`src/rtl/watchdog_supervisor.sv`:
```
// Watchdog supervisor: runs a timeout window that every requester selected in
// req_mask must check in to once per window. Simultaneous kicks are serialized
// by a round-robin arbiter. A missed window raises warn_irq and opens a grace
// window; a missed grace window drives sys_rst_req for RST_PULSE cycles.
//
// Ports:
//   clk, reset    system clock, synchronous active-high reset
//   en            enable; arming happens on its rising edge while IDLE
//   req_mask      requesters that must check in each window
//   kick          per-requester kick, held high until acknowledged
//   kick_ack      one-hot grant, one cycle; check-in recorded that cycle
//   warn_irq      one-cycle pulse in the cycle the timeout window expires
//   sys_rst_req   high while in RESET_REQ (RST_PULSE cycles)
//   missing       req_mask & ~checkin, captured on WARN entry
//   expire_count  saturating count of WARN entries
//   state         0=IDLE 1=ARMED 2=WARN 3=RESET_REQ
module watchdog_supervisor #(
  parameter int unsigned NREQ           = 4,
  parameter int unsigned TIMEOUT_CYCLES = 150000,
  parameter int unsigned GRACE_CYCLES   = 50000,
  parameter int unsigned RST_PULSE      = 16,
  parameter int unsigned CW             = 32
) (
  input  logic            clk,
  input  logic            reset,
  input  logic            en,
  input  logic [NREQ-1:0] req_mask,
  input  logic [NREQ-1:0] kick,
  output logic [NREQ-1:0] kick_ack,
  output logic            warn_irq,
  output logic            sys_rst_req,
  output logic [NREQ-1:0] missing,
  output logic [7:0]      expire_count,
  output logic [1:0]      state
);

  localparam int unsigned   RRW        = $clog2(NREQ);
  localparam logic [CW-1:0] TC_TIMEOUT = CW'(TIMEOUT_CYCLES - 1);
  localparam logic [CW-1:0] TC_GRACE   = CW'(GRACE_CYCLES - 1);
  localparam logic [CW-1:0] TC_PULSE   = CW'(RST_PULSE - 1);

  typedef enum logic [1:0] {
    IDLE      = 2'd0,
    ARMED     = 2'd1,
    WARN      = 2'd2,
    RESET_REQ = 2'd3
  } state_t;

  state_t          st, st_nx;
  logic [CW-1:0]   cnt, cnt_nx;
  logic [NREQ-1:0] checkin, checkin_nx;
  logic [NREQ-1:0] missing_nx;
  logic [NREQ-1:0] grant;
  logic [NREQ-1:0] have;
  logic [RRW-1:0]  rr, rr_nx, grant_idx;
  logic [7:0]      expire_nx;
  logic            en_q;
  logic            found;
  logic            complete;

  // Round-robin search from rr+1: first scan indices above rr, then wrap to
  // indices at or below rr. Equivalent to a modulo walk without a divider.
  always_comb begin
    grant     = '0;
    grant_idx = rr;
    found     = 1'b0;
    if (st == ARMED || st == WARN) begin
      for (int unsigned j = 0; j < NREQ; j++) begin
        if (!found && kick[j] && (j > 32'(rr))) begin
          found     = 1'b1;
          grant[j]  = 1'b1;
          grant_idx = RRW'(j);
        end
      end
      for (int unsigned j = 0; j < NREQ; j++) begin
        if (!found && kick[j] && (j <= 32'(rr))) begin
          found     = 1'b1;
          grant[j]  = 1'b1;
          grant_idx = RRW'(j);
        end
      end
    end
  end

  always_comb begin
    st_nx      = st;
    cnt_nx     = cnt;
    checkin_nx = checkin;
    missing_nx = missing;
    expire_nx  = expire_count;
    rr_nx      = found ? grant_idx : rr;
    warn_irq   = 1'b0;
    // The grant of this cycle counts toward completion immediately, so a
    // check-in on the terminal count beats expiry.
    have       = checkin | (grant & req_mask);
    complete   = ((have & req_mask) == req_mask);

    unique case (st)
      IDLE: begin
        if (en && !en_q) begin
          st_nx      = ARMED;
          cnt_nx     = '0;
          checkin_nx = '0;
        end
      end
      ARMED, WARN: begin
        if (!en) begin
          st_nx      = IDLE;
          cnt_nx     = '0;
          checkin_nx = '0;
        end else if (complete) begin
          st_nx      = ARMED;
          cnt_nx     = '0;
          checkin_nx = '0;
          if (st == WARN) missing_nx = '0;
        end else if (cnt == ((st == ARMED) ? TC_TIMEOUT : TC_GRACE)) begin
          cnt_nx     = '0;
          checkin_nx = have;
          if (st == ARMED) begin
            st_nx      = WARN;
            warn_irq   = 1'b1;
            missing_nx = req_mask & ~have;
            if (expire_count != 8'hFF) expire_nx = expire_count + 8'd1;
          end else begin
            st_nx = RESET_REQ;
          end
        end else begin
          cnt_nx     = cnt + CW'(1);
          checkin_nx = have;
        end
      end
      RESET_REQ: begin
        if (cnt == TC_PULSE) begin
          st_nx      = IDLE;
          cnt_nx     = '0;
          checkin_nx = '0;
        end else begin
          cnt_nx = cnt + CW'(1);
        end
      end
      default: st_nx = IDLE;
    endcase
  end

  always_ff @(posedge clk) begin
    if (reset) begin
      st           <= IDLE;
      cnt          <= '0;
      checkin      <= '0;
      rr           <= '0;
      en_q         <= 1'b0;
      missing      <= '0;
      expire_count <= '0;
    end else begin
      st           <= st_nx;
      cnt          <= cnt_nx;
      checkin      <= checkin_nx;
      rr           <= rr_nx;
      en_q         <= en;
      missing      <= missing_nx;
      expire_count <= expire_nx;
    end
  end

  assign kick_ack    = grant;
  assign sys_rst_req = (st == RESET_REQ);
  assign state       = st;

endmodule

```
`config.mk`:
```
export PLATFORM = sky130hd
export DESIGN_NAME = watchdog_supervisor
export DESIGN_NICKNAME = d
export VERILOG_FILES = /design/src/rtl/watchdog_supervisor.sv
export SDC_FILE = /design/constraint.sdc
export NUM_CORES = 1
export LEC_CHECK = 0
export BUFFER_PORTS_ARGS = -buffer_cell sky130_fd_sc_hd__buf_4
export CAP_MARGIN = 15
export CELL_PAD_IN_SITES_DETAIL_PLACEMENT = 0
export CELL_PAD_IN_SITES_GLOBAL_PLACEMENT = 2
export CORE_MARGIN = 2
export CORE_UTILIZATION = 35
export CTS_CLUSTER_SIZE = 24
export DETAILED_ROUTE_END_ITERATION = 8
export PLACE_DENSITY = 0.77
export SYNTH_ARGS = -nofsm -noshare
export SYNTH_HDL_FRONTEND = slang
export SYNTH_SLANG_ARGS = --single-unit
```
`constraint.sdc`:
```
create_clock -name clk -period 3.92 [get_ports clk]
set_clock_uncertainty 0.2 [all_clocks]
set_input_delay 0.784 -clock clk [delete_from_list [all_inputs] [get_ports clk]]
set_output_delay 0.784 -clock clk [all_outputs]
set_load 0.02 [all_outputs]
```
## Yosys cells after proc, flatten, opt, wreduce, memory -nomap -nowiden

Cells that the tools add are included.

| storage, ports and cells | value |
|---|---|
| flip-flop bits (word level) | 53 |
| output and inout bits | 20 |
| logic and storage cells | 119 |

| operators by class | value |
|---|---|
| $add $sub $neg | 2 |
| magnitude comparators | 6 |
| equality and inequality tests | 11 |
| mux-type cells | 56 |
| bitwise logic cells | 6 |
| reductions and logical operators | 31 |

Operator list:

| cell | count |
|---|---|
| 2-to-1 mux 32 bit | 5 |
| case mux 32 bit (3 select lines) | 1 |
| 2-to-1 mux 4 bit | 9 |
| adder 32 x 1 -> 32 bit, second input constant | 1 |
| == test 32 x 18 -> 1 bit | 1 |
| == test 32 x 4 -> 1 bit, second input constant | 1 |
| 2-to-1 mux 1 bit | 26 |
| 2-to-1 mux 2 bit | 12 |
| 2-to-1 mux 18 bit | 1 |
| logical AND 1 bit | 13 |
| AND 4 bit | 3 |
| case mux 4 bit (3 select lines) | 1 |
| adder 8 x 1 -> 8 bit, second input constant | 1 |
| inequality test 8 bit, second input constant | 1 |
| zero test 1 bit | 7 |
| nonzero test 7 bit | 1 |
| case mux 2 bit (3 select lines) | 1 |
| AND reduction 3 bit | 2 |
| AND reduction 6 bit | 1 |
| AND reduction 5 bit | 1 |
| == test 2 bit, second input constant | 2 |
| == test 4 bit | 1 |
| greater-than comparator 2 bit, first input constant | 2 |
| <= comparator 2 bit, first input constant | 2 |
| other kinds (14) | 16 |

## Depth between registers and ports, before layout

Gate-level depths: netlist of run 1.

| logic depth | value |
|---|---|
| word-level depth | 40 |
| depth in mapped cells | 10 |

## Least setup slack after synthesis of run 1

No wires, ideal clock.

| timing | value |
|---|---|
| path kind | input to output |
| from | input port kick[1] |
| to | output port warn_irq |
| arrival time | 2.036 ns |
| slack | 0.900 ns |
| stages on the path | 5 |
| buffers on the path | 0 |
| cells stage by stage | or3_1 > o311ai_1 > a311oi_1 > o41ai_2 > nor2_2 |

| on the way | value |
|---|---|
| longest elaborated chain between the ends | 39 |

RTL lines:

| what | RTL line | source |
|---|---|---|
| from (decl) | 28 | `input logic [NREQ-1:0] kick,` |
| logical AND 1 bit | 69 | `if (!found && kick[j] && (j > 32'(rr))) begin` |
| 2-to-1 mux 1 bit | 69 |  |
| 2-to-1 mux 1 bit | 67 | `if (st == ARMED \|\| st == WARN) begin` |
| zero test 1 bit | 69 |  |
| logical AND 1 bit (2 in series) | 69 |  |
| 2-to-1 mux 1 bit | 69 |  |
| 2-to-1 mux 1 bit | 67 |  |
| zero test 1 bit | 69 |  |
| [22 not listed] | -- |  |
| 2-to-1 mux 4 bit (*) | 67 |  |
| AND 4 bit (*) | 95 | `have = checkin \| (grant & req_mask);` |
| bitwise OR 4 bit (*) | 95 |  |
| AND 4 bit (*) | 96 | `complete = ((have & req_mask) == req_mask);` |
| == test 4 bit (*) | 96 |  |
| 2-to-1 mux 1 bit (*) | 111 | `end else if (complete) begin` |
| 2-to-1 mux 1 bit (*) | 107 | `if (!en) begin` |
| 2-to-1 mux 1 bit (*) | 98 | `unique case (st)` |
| to (decl) | 30 | `output logic warn_irq,` |

Mark *: on every way between the ends. The rest lies on a longest branch, timed or not. The select of a mux whose other input is x is not followed.

## Worst setup path in the final report of run 1

| timing | value |
|---|---|
| from | register cnt[17] |
| to | output port warn_irq |

| on the way | value |
|---|---|
| longest elaborated chain between the ends | 5 |

RTL lines:

| what | RTL line | source |
|---|---|---|
| from (decl) | 50 | `logic [CW-1:0] cnt, cnt_nx;` |
| from (signal assigned) | 156 | `cnt <= cnt_nx;` |
| == test 32 x 18 -> 1 bit | 116 | `end else if (cnt == ((st == ARMED) ? TC_TIMEOUT : TC_GRACE)) begin` |
| 2-to-1 mux 1 bit | 116 |  |
| 2-to-1 mux 1 bit | 111 |  |
| 2-to-1 mux 1 bit | 107 |  |
| 2-to-1 mux 1 bit | 98 |  |

Every way passes these cells.

==> out/qor.yml, run 1 <==
fin_crit_ps: 3500
mean_instance_size_in_the_synthesized_netlist_sq_um: 8.27
first_pass_iteration_count_of_the_detailed_router: 4
timing.critical_path.slowest_stage_cell: "sky130_fd_sc_hd__a2111oi_4"
fin_tns_setup_ps: 0
post-route-drc-count: 0
vdd_ir_drop_max_mv: 0.147
crit_required_ps: 2940
std_cell_rows: 33
critPathLaunchType: "flip-flop"
postCtsSetupBuffers: 0
post_synth_num_cell_types: 64
antenna_left: 0
clock_sinks: 53
start_util: 0.363
sequential_share_of_power: 0.534
die_width_um: 96.6
pwr_density_cell_nw_per_um2: 308
grt_first_pass_wirelength_mm: 12.7
hold_viol: 0
synth.ff_latch_count: 53
die_y_um: 96.6
max-slew-margin-rel: 0.566
final_cells: 491
critical_path.endpoint_type: "output port"
h-tree-depth: 2
hold_class: "reg2reg"
drt_iter0_markers: 121
synth_top_family_by_area: "simple AND/OR/NAND/NOR gates"
floorplan.core_area_sq_um: 8260
fmax_mhz: 286
synth.cell_area_sq_um: 3000
share_of_the_yosys_chip_area_belonging_to_registers: 0.353
globalplace.congestion: 0.805
critical-path-max-stage-delay_ps: 540
path_clk_slew_ps: 110
cts_root_buffer: "sky130_fd_sc_hd__clkbuf_8"
min_period_over_period: 0.893
hp-start: "checkin[1]$_SDFFE_PP0P_"
grt_setup_unrepaired: "false"
wirelength_mm: 7.42
tritoncts_clock_tree: "built"
p_switching_uw: 295
drive_gt1_frac: 0.150
leakage_power_uw: 0.00124
postSynth.topFlopCell: "sky130_fd_sc_hd__dfxtp_1"
timing.final.max_slew_violations: 0
final-setup-viol-count: 0
first_global_vias: 2545
hold-path-cell-count: 2
timing.rr.start: "state[0]$_SDFFE_PP0P_"
worst-endpoint-arrival_ps: 2520
worst-r2r-setup-slack_ps: 760
yosysWarnings: 0
outcome: "complete, no violations"
groute.usage.overall: 0.160
switching_share: 0.285
io_pins: 31
gr-total-overflow: 0
r2r.worst_path.cells: 8
cap_viol_max_count: 0
worst_r2r_endpoint: "cnt[24]$_SDFFE_PP0P_"
wl_per_cell_um: 15.1
antenna-diode-count: 0
cts.path.max_buffers: 2
vias: 2731
max_slew.worst_pin.slew_ps: 647
synthArstFlopShare: 0
whs_ps: 270
syn_inst: 363
route.detailed.vias_per_inst: 5.56
synth.mux.area_fraction: 0.0175
critical_path_peak_fanout: 7
synthXorXnorAreaFrac: 0.0175
post-layout-total-power_uw: 1040
crit_type: "reg2out"
grt_start_max_net_pins: 53
inserted_clock_buffers: 5
synthesis.nets: 380
combPwrFrac: 0.138
cellInternalPower_uw: 742
end_of_flow_core_utilization: 0.407
cts.hold.buffers_added: 0
number_of_antenna_violations_at_the_first_check_in_global_routing: 0
dieArea_sq_um: 9330
synth_edf_count: 0
adder_and_majority_gate_portion_of_the_synthesized_area: 0.0250
post_cts_resized: 0
buffer_ports.inserted: 30
path_cells: "nor4_1 -> nand4b_1 -> a2111oi_4 -> nand2_1 -> nor2_2 -> buf_4"
min_to: "checkin[1]$_SDFFE_PP0P_"
worstSkewPairLatency_ps: 310
pwr-share-clk: 0.327
synthesized_area_fraction_occupied_by_ao_oa_aoi_and_oai_cells: 0.247
area_delta_synth_final_pct: 12.0
dp_hpwl_mm: 5.26
fin_nets: 402
dpl.cell_count: 483
post_synth_and_or_nand_nor_area_fraction: 0.293
## metrics by stage
stage                     worst slack, ps  instance area [sq um]
after floorplan                       900                   3000
after global placement                581                   3270
after detailed placement              544                   3270
after CTS                             407                   3360
after global routing                  292                   3360
final                                 420                   3360
## cells by family (layout without fill, tap and decap cells)
logic type,after synthesis,after routing
DFF,53,53
and+or+nand+nor,169,169
AOI/OAI and AO/OA,98,98
xor gates and xnor gates,6,6
muxes,5,5
buffers and inverters,26,49
adders and majority gates,6,6
## registers in the layout, indices dropped and copies added, names as in the netlist
signal        count
expire_count      8
missing           4
checkin           4
state             2
en_q              1
rr                2
cnt              32
## placed cells by master, fill, tap and decap left out, types with 3 or more instances in the layout
cell type,instances
sky130_fd_sc_hd__nand3_1,24
sky130_fd_sc_hd__nor3_1,11
sky130_fd_sc_hd__a41oi_1,5
sky130_fd_sc_hd__a22o_1,6
sky130_fd_sc_hd__inv_1,9
sky130_fd_sc_hd__a21oi_1,20
sky130_fd_sc_hd__nor4_1,7
sky130_fd_sc_hd__nor2b_1,8
sky130_fd_sc_hd__ha_1,6
sky130_fd_sc_hd__dfxtp_1,53
sky130_fd_sc_hd__clkbuf_8,6
sky130_fd_sc_hd__buf_4,32
sky130_fd_sc_hd__and2_1,3
sky130_fd_sc_hd__nand4_1,7
sky130_fd_sc_hd__nand2b_1,7
sky130_fd_sc_hd__a211oi_1,3
sky130_fd_sc_hd__a31oi_1,20
sky130_fd_sc_hd__xnor2_1,4
sky130_fd_sc_hd__mux2i_1,3
sky130_fd_sc_hd__nor2_1,35
sky130_fd_sc_hd__o31ai_1,3
sky130_fd_sc_hd__nand2_1,36
sky130_fd_sc_hd__and4_1,4
sky130_fd_sc_hd__or3_1,3
sky130_fd_sc_hd__o21ai_0,10
sky130_fd_sc_hd__and3_1,10
sky130_fd_sc_hd__o21a_1,3
sky130_fd_sc_hd__a21o_1,6
## worst max-delay path by stage
stage / from / endpoint / slack [ps] / cells past startpoint
2_1_floorplan: kick[1] / warn_irq / 900 / 5
3_3_place_gp: kick[1] / cnt[31]$_SDFFE_PP0P_ / 580 / 8
3_5_place_dp: kick[1] / cnt[31]$_SDFFE_PP0P_ / 540 / 8
4_1_cts: state[1]$_SDFFE_PP0P_ / warn_irq / 410 / 7
5_1_grt: state[1]$_SDFFE_PP0P_ / warn_irq / 290 / 7
6_report: cnt[17]$_SDFFE_PP0P_ / warn_irq / 420 / 6
## critical path: cells and delay by family (launching register included)
kind	cells	cell delay, ps
DFF	1	400
AOI/OAI and AO/OA	1	540
and+or+nand+nor	4	1080
buffers and inverters	1	190
## synthesized netlist by cell type (5+ instances only)
library cell | count | area [sq um]
sky130_fd_sc_hd__dfxtp_1 | 53 | 1060
sky130_fd_sc_hd__nand2_1 | 36 | 135
sky130_fd_sc_hd__nor2_1 | 35 | 131
sky130_fd_sc_hd__nand3_1 | 24 | 120
sky130_fd_sc_hd__a21oi_1 | 20 | 100
sky130_fd_sc_hd__a31oi_1 | 20 | 125
sky130_fd_sc_hd__nor3_1 | 11 | 55.1
sky130_fd_sc_hd__and3_1 | 10 | 62.6
sky130_fd_sc_hd__o21ai_0 | 10 | 50.1
sky130_fd_sc_hd__clkbuf_1 | 9 | 33.8
sky130_fd_sc_hd__inv_1 | 9 | 33.8
sky130_fd_sc_hd__nor2b_1 | 8 | 50.1
sky130_fd_sc_hd__nand2b_1 | 7 | 43.8
sky130_fd_sc_hd__nand4_1 | 7 | 43.8
sky130_fd_sc_hd__nor4_1 | 7 | 43.8
sky130_fd_sc_hd__a21o_1 | 6 | 45.0
sky130_fd_sc_hd__a22o_1 | 6 | 52.6
sky130_fd_sc_hd__ha_1 | 6 | 75.1
sky130_fd_sc_hd__a41oi_1 | 5 | 43.8
## layout make-up
cell class	count	area (sq um)
repair buffers	32	240
clock buffers	6	82.6
well taps	105	131
fillers	869	4890
flip-flops and latches	53	1060
clock inverters	2	13.8
multi-input cells	284	1800
inverters	9	33.8
## power by group through the flow
stage                     logic, uW  registers, uW  clock network (uW)
after floorplan                 103            564                   0
after global placement          145            566                   0
after detailed placement        144            566                   0
after CTS                       145            554                 353
after global routing            161            556                 372
final                           143            554                 339
## per-layer routing
metal,GRT usage,up-vias,share of wire
li1,-,1394,-
met1,0.227,1289,0.51
met2,0.247,40,0.45
met3,0.0318,8,0.030
met4,0.0455,0,0.0097
met5,0,-,0
No activity file was read; power rests on OpenSTA's default activity.
==> run 2, diff against run 1 <==
--- a/config.mk
+++ b/config.mk
@@ -15,4 +15,5 @@
 export DETAILED_ROUTE_END_ITERATION = 8
 export PLACE_DENSITY = 0.77
+export RECOVER_POWER = 50
 export SYNTH_ARGS = -nofsm -noshare
 export SYNTH_HDL_FRONTEND = slang
==> constraint.sdc (replaced) <==
create_clock -name clk -period 3.92 [get_ports clk]
set_clock_uncertainty 0.2 [all_clocks]
set_input_delay 0.588 -clock clk [delete_from_list [all_inputs] [get_ports clk]]
set_output_delay 0.588 -clock clk [all_outputs]
set_load 0.02 [all_outputs]
==> run 2 against run 1 <==
Sequential power about the same. Via count shrank 0.33%. Total power down 3.5%. Hold slack worse by 6.3 ps. Routed wire length rose by 0.53%.
==> out/qor.yml, run 2 (synthesized netlist as in run 1, its figures left out) <==
hold_viol: 0  # unchanged
seq_area_sq_um: 1060  # unchanged
reg_top3: "cnt: 32 flops, expire_count: 8 flops"
crit_type: "reg2out"
min_period_over_period: 0.892  # about the same
groute.layer.met2.usage: 0.243  # -0.00427
layout.cells.most_common: "sky130_fd_sc_hd__dfxtp_1"
wl_per_cell_um: 15.2  # +0.73%
floorplan.core_area_sq_um: 8260  # unchanged
fin_tns_setup_ps: 0  # unchanged
fin_nets: 401  # -0.25%
io_pins: 31  # unchanged
drive_gt1_frac: 0.0831  # -0.0671
wirelength_mm: 7.46  # +0.53%
outcome: "complete, no violations"
area_of_the_multi_input_gates_sq_um: 1790  # -0.76%
largest_register_ffs: 32  # unchanged
area_delta_synth_final_pct: 8.42
antenna-diode-count: 0  # unchanged
grt_setup_unrepaired: "false"
vdd_ir_drop_max_mv: 0.136  # -7.3%
critical_path_peak_fanout: 8  # +1
grt_start_max_net_pins: 53  # unchanged
dieArea_sq_um: 9330  # unchanged
fmax_mhz: 286  # about the same
dpl.cell_count: 482  # -0.21%
largest-register: "cnt"
clock_sinks: 53  # unchanged
final_cells: 490  # -0.20%
vias: 2722  # -0.33%
nFillCells: 911  # +4.8%
hold-path-cell-count: 2  # unchanged
global_route.usage.met1: 0.233  # +0.00675
hold_class: "reg2reg"
std_cell_rows: 33  # unchanged
layout.cells.most_common_list: "sky130_fd_sc_hd__dfxtp_1, sky130_fd_sc_hd__nor2_1, sky130_fd_sc_hd__nand2_1, sky130_fd_sc_hd__nand3_1, sky130_fd_sc_hd__clkbuf_1"
leakage_power_uw: 0.00114  # -8.3%
postCtsSetupBuffers: 0  # unchanged
worst-r2r-setup-slack_ps: 790  # +30 ps
inserted_clock_buffers: 5  # unchanged
worstSkewPairLatency_ps: 300  # about the same
worst-endpoint-arrival_ps: 2710  # +190 ps
dpl_cell_area_sq_um: 3260  # -0.23%
placement.setup.worst_slack_ps: 713  # +169 ps
antenna_left: 0  # unchanged
drt_iter0_markers: 89  # -26%
design_area_sq_um: 3250  # -3.2%
route.detailed.vias_per_inst: 5.56  # -0.13%
grt_most_used_layer: "met2"
gr-total-overflow: 0  # unchanged
r2r.worst_path.cells: 8  # unchanged
max_slew.worst_pin.slew_ps: 1240  # +598 ps
start_util: 0.363  # unchanged
path_clk_slew_ps: 100  # about the same
worst_r2r_endpoint: "cnt[5]$_SDFFE_PP0P_"
fin_crit_ps: 3500  # -3.38 ps
hp-start: "checkin[1]$_SDFFE_PP0P_"
final-setup-viol-count: 0  # unchanged
crit_required_ps: 3130  # +190 ps
critPathLaunchType: "flip-flop"
dp_hpwl_mm: 5.38  # +2.2%
cts.hold.buffers_added: 0  # unchanged
setup_slack_ps: 423  # +3.38 ps
number_of_antenna_violations_at_the_first_check_in_global_routing: 0  # unchanged
globalplace.congestion: 0.768  # -4.6%
critical_path.endpoint_type: "output port"
die_y_um: 96.6  # unchanged
post-route-drc-count: 0  # unchanged
min_to: "checkin[1]$_SDFFE_PP0P_"
groute.usage.overall: 0.158  # -0.00222
timing.final.max_slew_violations: 0  # unchanged
cts_root_buffer: "sky130_fd_sc_hd__clkbuf_8"
tritoncts_clock_tree: "built"
max-slew-margin-rel: 0.170  # -0.396
grt_first_pass_wirelength_mm: 12.5  # -1.3%
h-tree-depth: 2  # unchanged
first_pass_iteration_count_of_the_detailed_router: 4  # unchanged
pwr_density_cell_nw_per_um2: 308  # -0.26%
die_width_um: 96.6  # unchanged
post_cts_resized: 0  # unchanged
timing.rr.start: "state[0]$_SDFFE_PP0P_"
grt_use_met3: 0.0224  # -0.00939
buffer_ports.inserted: 30  # unchanged
first_global_vias: 2510  # -1.4%
cts.path.max_buffers: 2  # unchanged
post-layout-total-power_uw: 1000  # -3.5%
cap_viol_max_count: 0  # unchanged
==> run 2: cell type report <==
cell class | count | area share
multi-input combinational | 284 | 0.549
tap | 105 | 0.0404
timing repair buffer | 31 | 0.0484
inverter | 9 | 0.0104
sequential | 53 | 0.326
clock buffer | 7 | 0.0235
clock inverter | 1 | 0.00231
==> run 2: worst max-delay path by stage <==
stage | startpoint | end | slack (ps) | depth (start not counted)
finish | state[0]$_SDFFE_PP0P_ | warn_irq | 420 | 7
global route | state[1]$_SDFFE_PP0P_ | warn_irq | 210 | 7
CTS | state[1]$_SDFFE_PP0P_ | warn_irq | 380 | 7
detailed placement | kick[1] | cnt[31]$_SDFFE_PP0P_ | 710 | 8
global placement | state[0]$_SDFFE_PP0P_ | warn_irq | 750 | 7
floorplan | state[0]$_SDFFE_PP0P_ | cnt[25]$_SDFFE_PP0P_ | 990 | 10
==> run 2: metal layers <==
layer | routed length (um) | share of wire | vias to the layer above
met1 | 3820 | 0.51 | 1287
met4 | 63 | 0.0084 | 0
met2 | 3390 | 0.45 | 35
met5 | 0 | 0 | -
met3 | 188 | 0.025 | 5
li1 | - | - | 1395
==> run 2: per-stage QoR <==
| step | utilization | hold WS (ps) |
|---|---|---|
| CTS | 0.405 | 269 |
| global route | 0.394 | 290 |
| detailed placement | 0.395 | 249 |
| finish | 0.394 | 264 |
| global placement | 0.395 | 243 |
| floorplan | - | 228 |
==> run 2: worst max-delay path, cell delays in order (launching register included) <==
cell	delay (ps)
sky130_fd_sc_hd__dfxtp_1	400
sky130_fd_sc_hd__inv_1	100
sky130_fd_sc_hd__ha_1	450
sky130_fd_sc_hd__inv_1	170
sky130_fd_sc_hd__o211a_1	310
sky130_fd_sc_hd__o41ai_2	540
sky130_fd_sc_hd__nor2_1	220
sky130_fd_sc_hd__buf_4	210
==> run 2: power breakdown <==
| part | total, uW | internal, uW | switching, uW |
|---|---|---|---|
| registers | 554 | 544 | 9.82 |
| clock network | 310 | 127 | 182 |
| logic | 137 | 47.8 | 89.3 |
==> run 3, diff against run 2 <==
clock period = 3.6 ns   (was 3.92 ns; I/O delays follow)
==> run 3 against run 2 <==
Global-route usage rose by 0.57 points. Sequential power rose by 8.8%. Critical path depth is the same. Register-to-register slack worse by 260 ps. Hold slack better by 5.3 ps. Sequential share of layout area is 0.49 points lower. Critical endpoint unchanged. Highest routed layer unchanged.
==> out/qor.yml, run 3 (synthesized netlist as in run 1, its figures left out) <==
grt_start_max_net_pins: 53  # unchanged
worst-r2r-setup-slack_ps: 530  # -260 ps
dieArea_sq_um: 9330  # unchanged
critical_path.endpoint_type: "output port"
min_to: "checkin[1]$_SDFFE_PP0P_"
vdd_ir_drop_max_mv: 0.140  # +3.0%
hold-path-cell-count: 2  # unchanged
antenna_left: 0  # unchanged
largest_register_ffs: 32  # unchanged
die_width_um: 96.6  # unchanged
start_util: 0.363  # unchanged
cts.hold.buffers_added: 0  # unchanged
groute.usage.overall: 0.163  # +0.00566
path_clk_slew_ps: 90  # about the same
post_cts_resized: 0  # unchanged
max-slew-margin-rel: 0.167  # -0.00335
inserted_clock_buffers: 5  # unchanged
crit_type: "reg2out"
r2r.worst_path.cells: 8  # unchanged
timing.final.max_slew_violations: 0  # unchanged
die_y_um: 96.6  # unchanged
fin_nets: 403  # +0.50%
grt_first_pass_wirelength_mm: 12.8  # +2.7%
crit_required_ps: 2860  # -270 ps
clock_sinks: 53  # unchanged
antenna-diode-count: 0  # unchanged
reg_top3: "cnt: 32 flops, expire_count: 8 flops"
gr-total-overflow: 0  # unchanged
layout.cells.most_common_list: "sky130_fd_sc_hd__dfxtp_1, sky130_fd_sc_hd__nand2_1, sky130_fd_sc_hd__nor2_1, sky130_fd_sc_hd__nand3_1, sky130_fd_sc_hd__clkbuf_1"
dpl_cell_area_sq_um: 3270  # +0.46%
tritoncts_clock_tree: "built"
timing.rr.start: "state[0]$_SDFFE_PP0P_"
worst_r2r_endpoint: "cnt[5]$_SDFFE_PP0P_"
fin_crit_ps: 3350
dp_hpwl_mm: 5.38  # +0.17%
critPathLaunchType: "flip-flop"
hold_viol: 0  # unchanged
first_global_vias: 2572  # +2.5%
vias: 2746  # +0.88%
worst-endpoint-arrival_ps: 2610  # -100 ps
design_area_sq_um: 3300  # +1.5%
cts_root_buffer: "sky130_fd_sc_hd__clkbuf_8"
pwr_density_cell_nw_per_um2: 359  # +17%
hold_class: "reg2reg"
drt_iter0_markers: 127  # +43%
postCtsSetupBuffers: 0  # unchanged
nFillCells: 888  # -2.5%
route.detailed.vias_per_inst: 5.58  # +0.47%
critical_path_peak_fanout: 8  # unchanged
largest-register: "cnt"
post-route-drc-count: 0  # unchanged
worstSkewPairLatency_ps: 310  # about the same
floorplan.core_area_sq_um: 8260  # unchanged
whs_ps: 269  # +5.31 ps
outcome: "complete, no violations"
fin_tns_setup_ps: 0  # unchanged
number_of_antenna_violations_at_the_first_check_in_global_routing: 0  # unchanged
buffer_ports.inserted: 30  # unchanged
first_pass_iteration_count_of_the_detailed_router: 4  # unchanged
cts.path.max_buffers: 2  # unchanged
std_cell_rows: 33  # unchanged
area_delta_synth_final_pct: 10.1
drive_gt1_frac: 0.0930  # +0.00991
cap_viol_max_count: 0  # unchanged
final-setup-viol-count: 0  # unchanged
globalplace.congestion: 0.770  # +0.29%
max_slew.worst_pin.slew_ps: 1250  # +5.02 ps
wirelength_mm: 7.54  # +1.1%
h-tree-depth: 2  # unchanged
wl_per_cell_um: 15.3  # +0.66%
grt_setup_unrepaired: "false"
fmax_mhz: 298
min_period_over_period: 0.932
hp-start: "checkin[1]$_SDFFE_PP0P_"
leakage_power_uw: 0.00117  # +2.6%
layout.cells.most_common: "sky130_fd_sc_hd__dfxtp_1"
io_pins: 31  # unchanged
run 3: cell types whose count changed in the layout (fill, tap and decap cells not counted), sizes merged:
cell,before,now
buf,11,13
clkinvlp,1,0
bufinv,0,1
run 3: area by class of cell:
type | instances | area (sq um) | share of cell area
flip-flops and latches | 53 | 1060 | 0.321
repair buffers | 33 | 173 | 0.0523
inverters | 9 | 33.8 | 0.0102
multi-input cells | 284 | 1790 | 0.541
well taps | 105 | 131 | 0.0398
clock buffers | 7 | 86.3 | 0.0261
clock inverters | 1 | 30.0 | 0.00909
run 3: worst max-delay path by stage:
stage                                      from                   end  cells past startpoint
after floorplan           state[0]$_SDFFE_PP0P_  cnt[25]$_SDFFE_PP0P_                     10
after global placement                  kick[1]  cnt[20]$_SDFFE_PP0P_                      9
after detailed placement                kick[1]  cnt[20]$_SDFFE_PP0P_                      9
after CTS                 state[0]$_SDFFE_PP0P_              warn_irq                      7
after global routing      state[1]$_SDFFE_PP0P_              warn_irq                      7
final                     state[0]$_SDFFE_PP0P_              warn_irq                      7
run 3: through the flow:
step	setup WS, ps	utilization	instances	power (uW)
finish	246	0.400	492	1190
global route	67.9	0.400	492	1250
floorplan	672	-	363	726
global placement	529	0.397	484	775
detailed placement	512	0.397	484	776
CTS	175	0.411	492	1210
run 3: layer usage:
metal	GRT usage	part of all wire	up-vias
met4	0.0368	0.0068	0
met5	0	0	-
met1	0.231	0.49	1307
met2	0.255	0.46	34
met3	0.0347	0.040	4
li1	-	-	1401
run 3: power breakdown:
part	switching (uW)	leakage, uW	internal [uW]	total, uW
clock network	203	0.0000585	227	430
logic	99.3	0.000683	54.7	154
registers	10.5	0.000428	593	603
total	313	0.00117	875	1190
run 3: critical path, stage by stage (launching register included):
cell and delay, ps:
sky130_fd_sc_hd__dfxtp_1 390, sky130_fd_sc_hd__inv_1 100, sky130_fd_sc_hd__ha_1 440, sky130_fd_sc_hd__inv_1 150, sky130_fd_sc_hd__o211a_1 300, sky130_fd_sc_hd__o41ai_2 570, sky130_fd_sc_hd__nor2_2 160, sky130_fd_sc_hd__buf_4 200
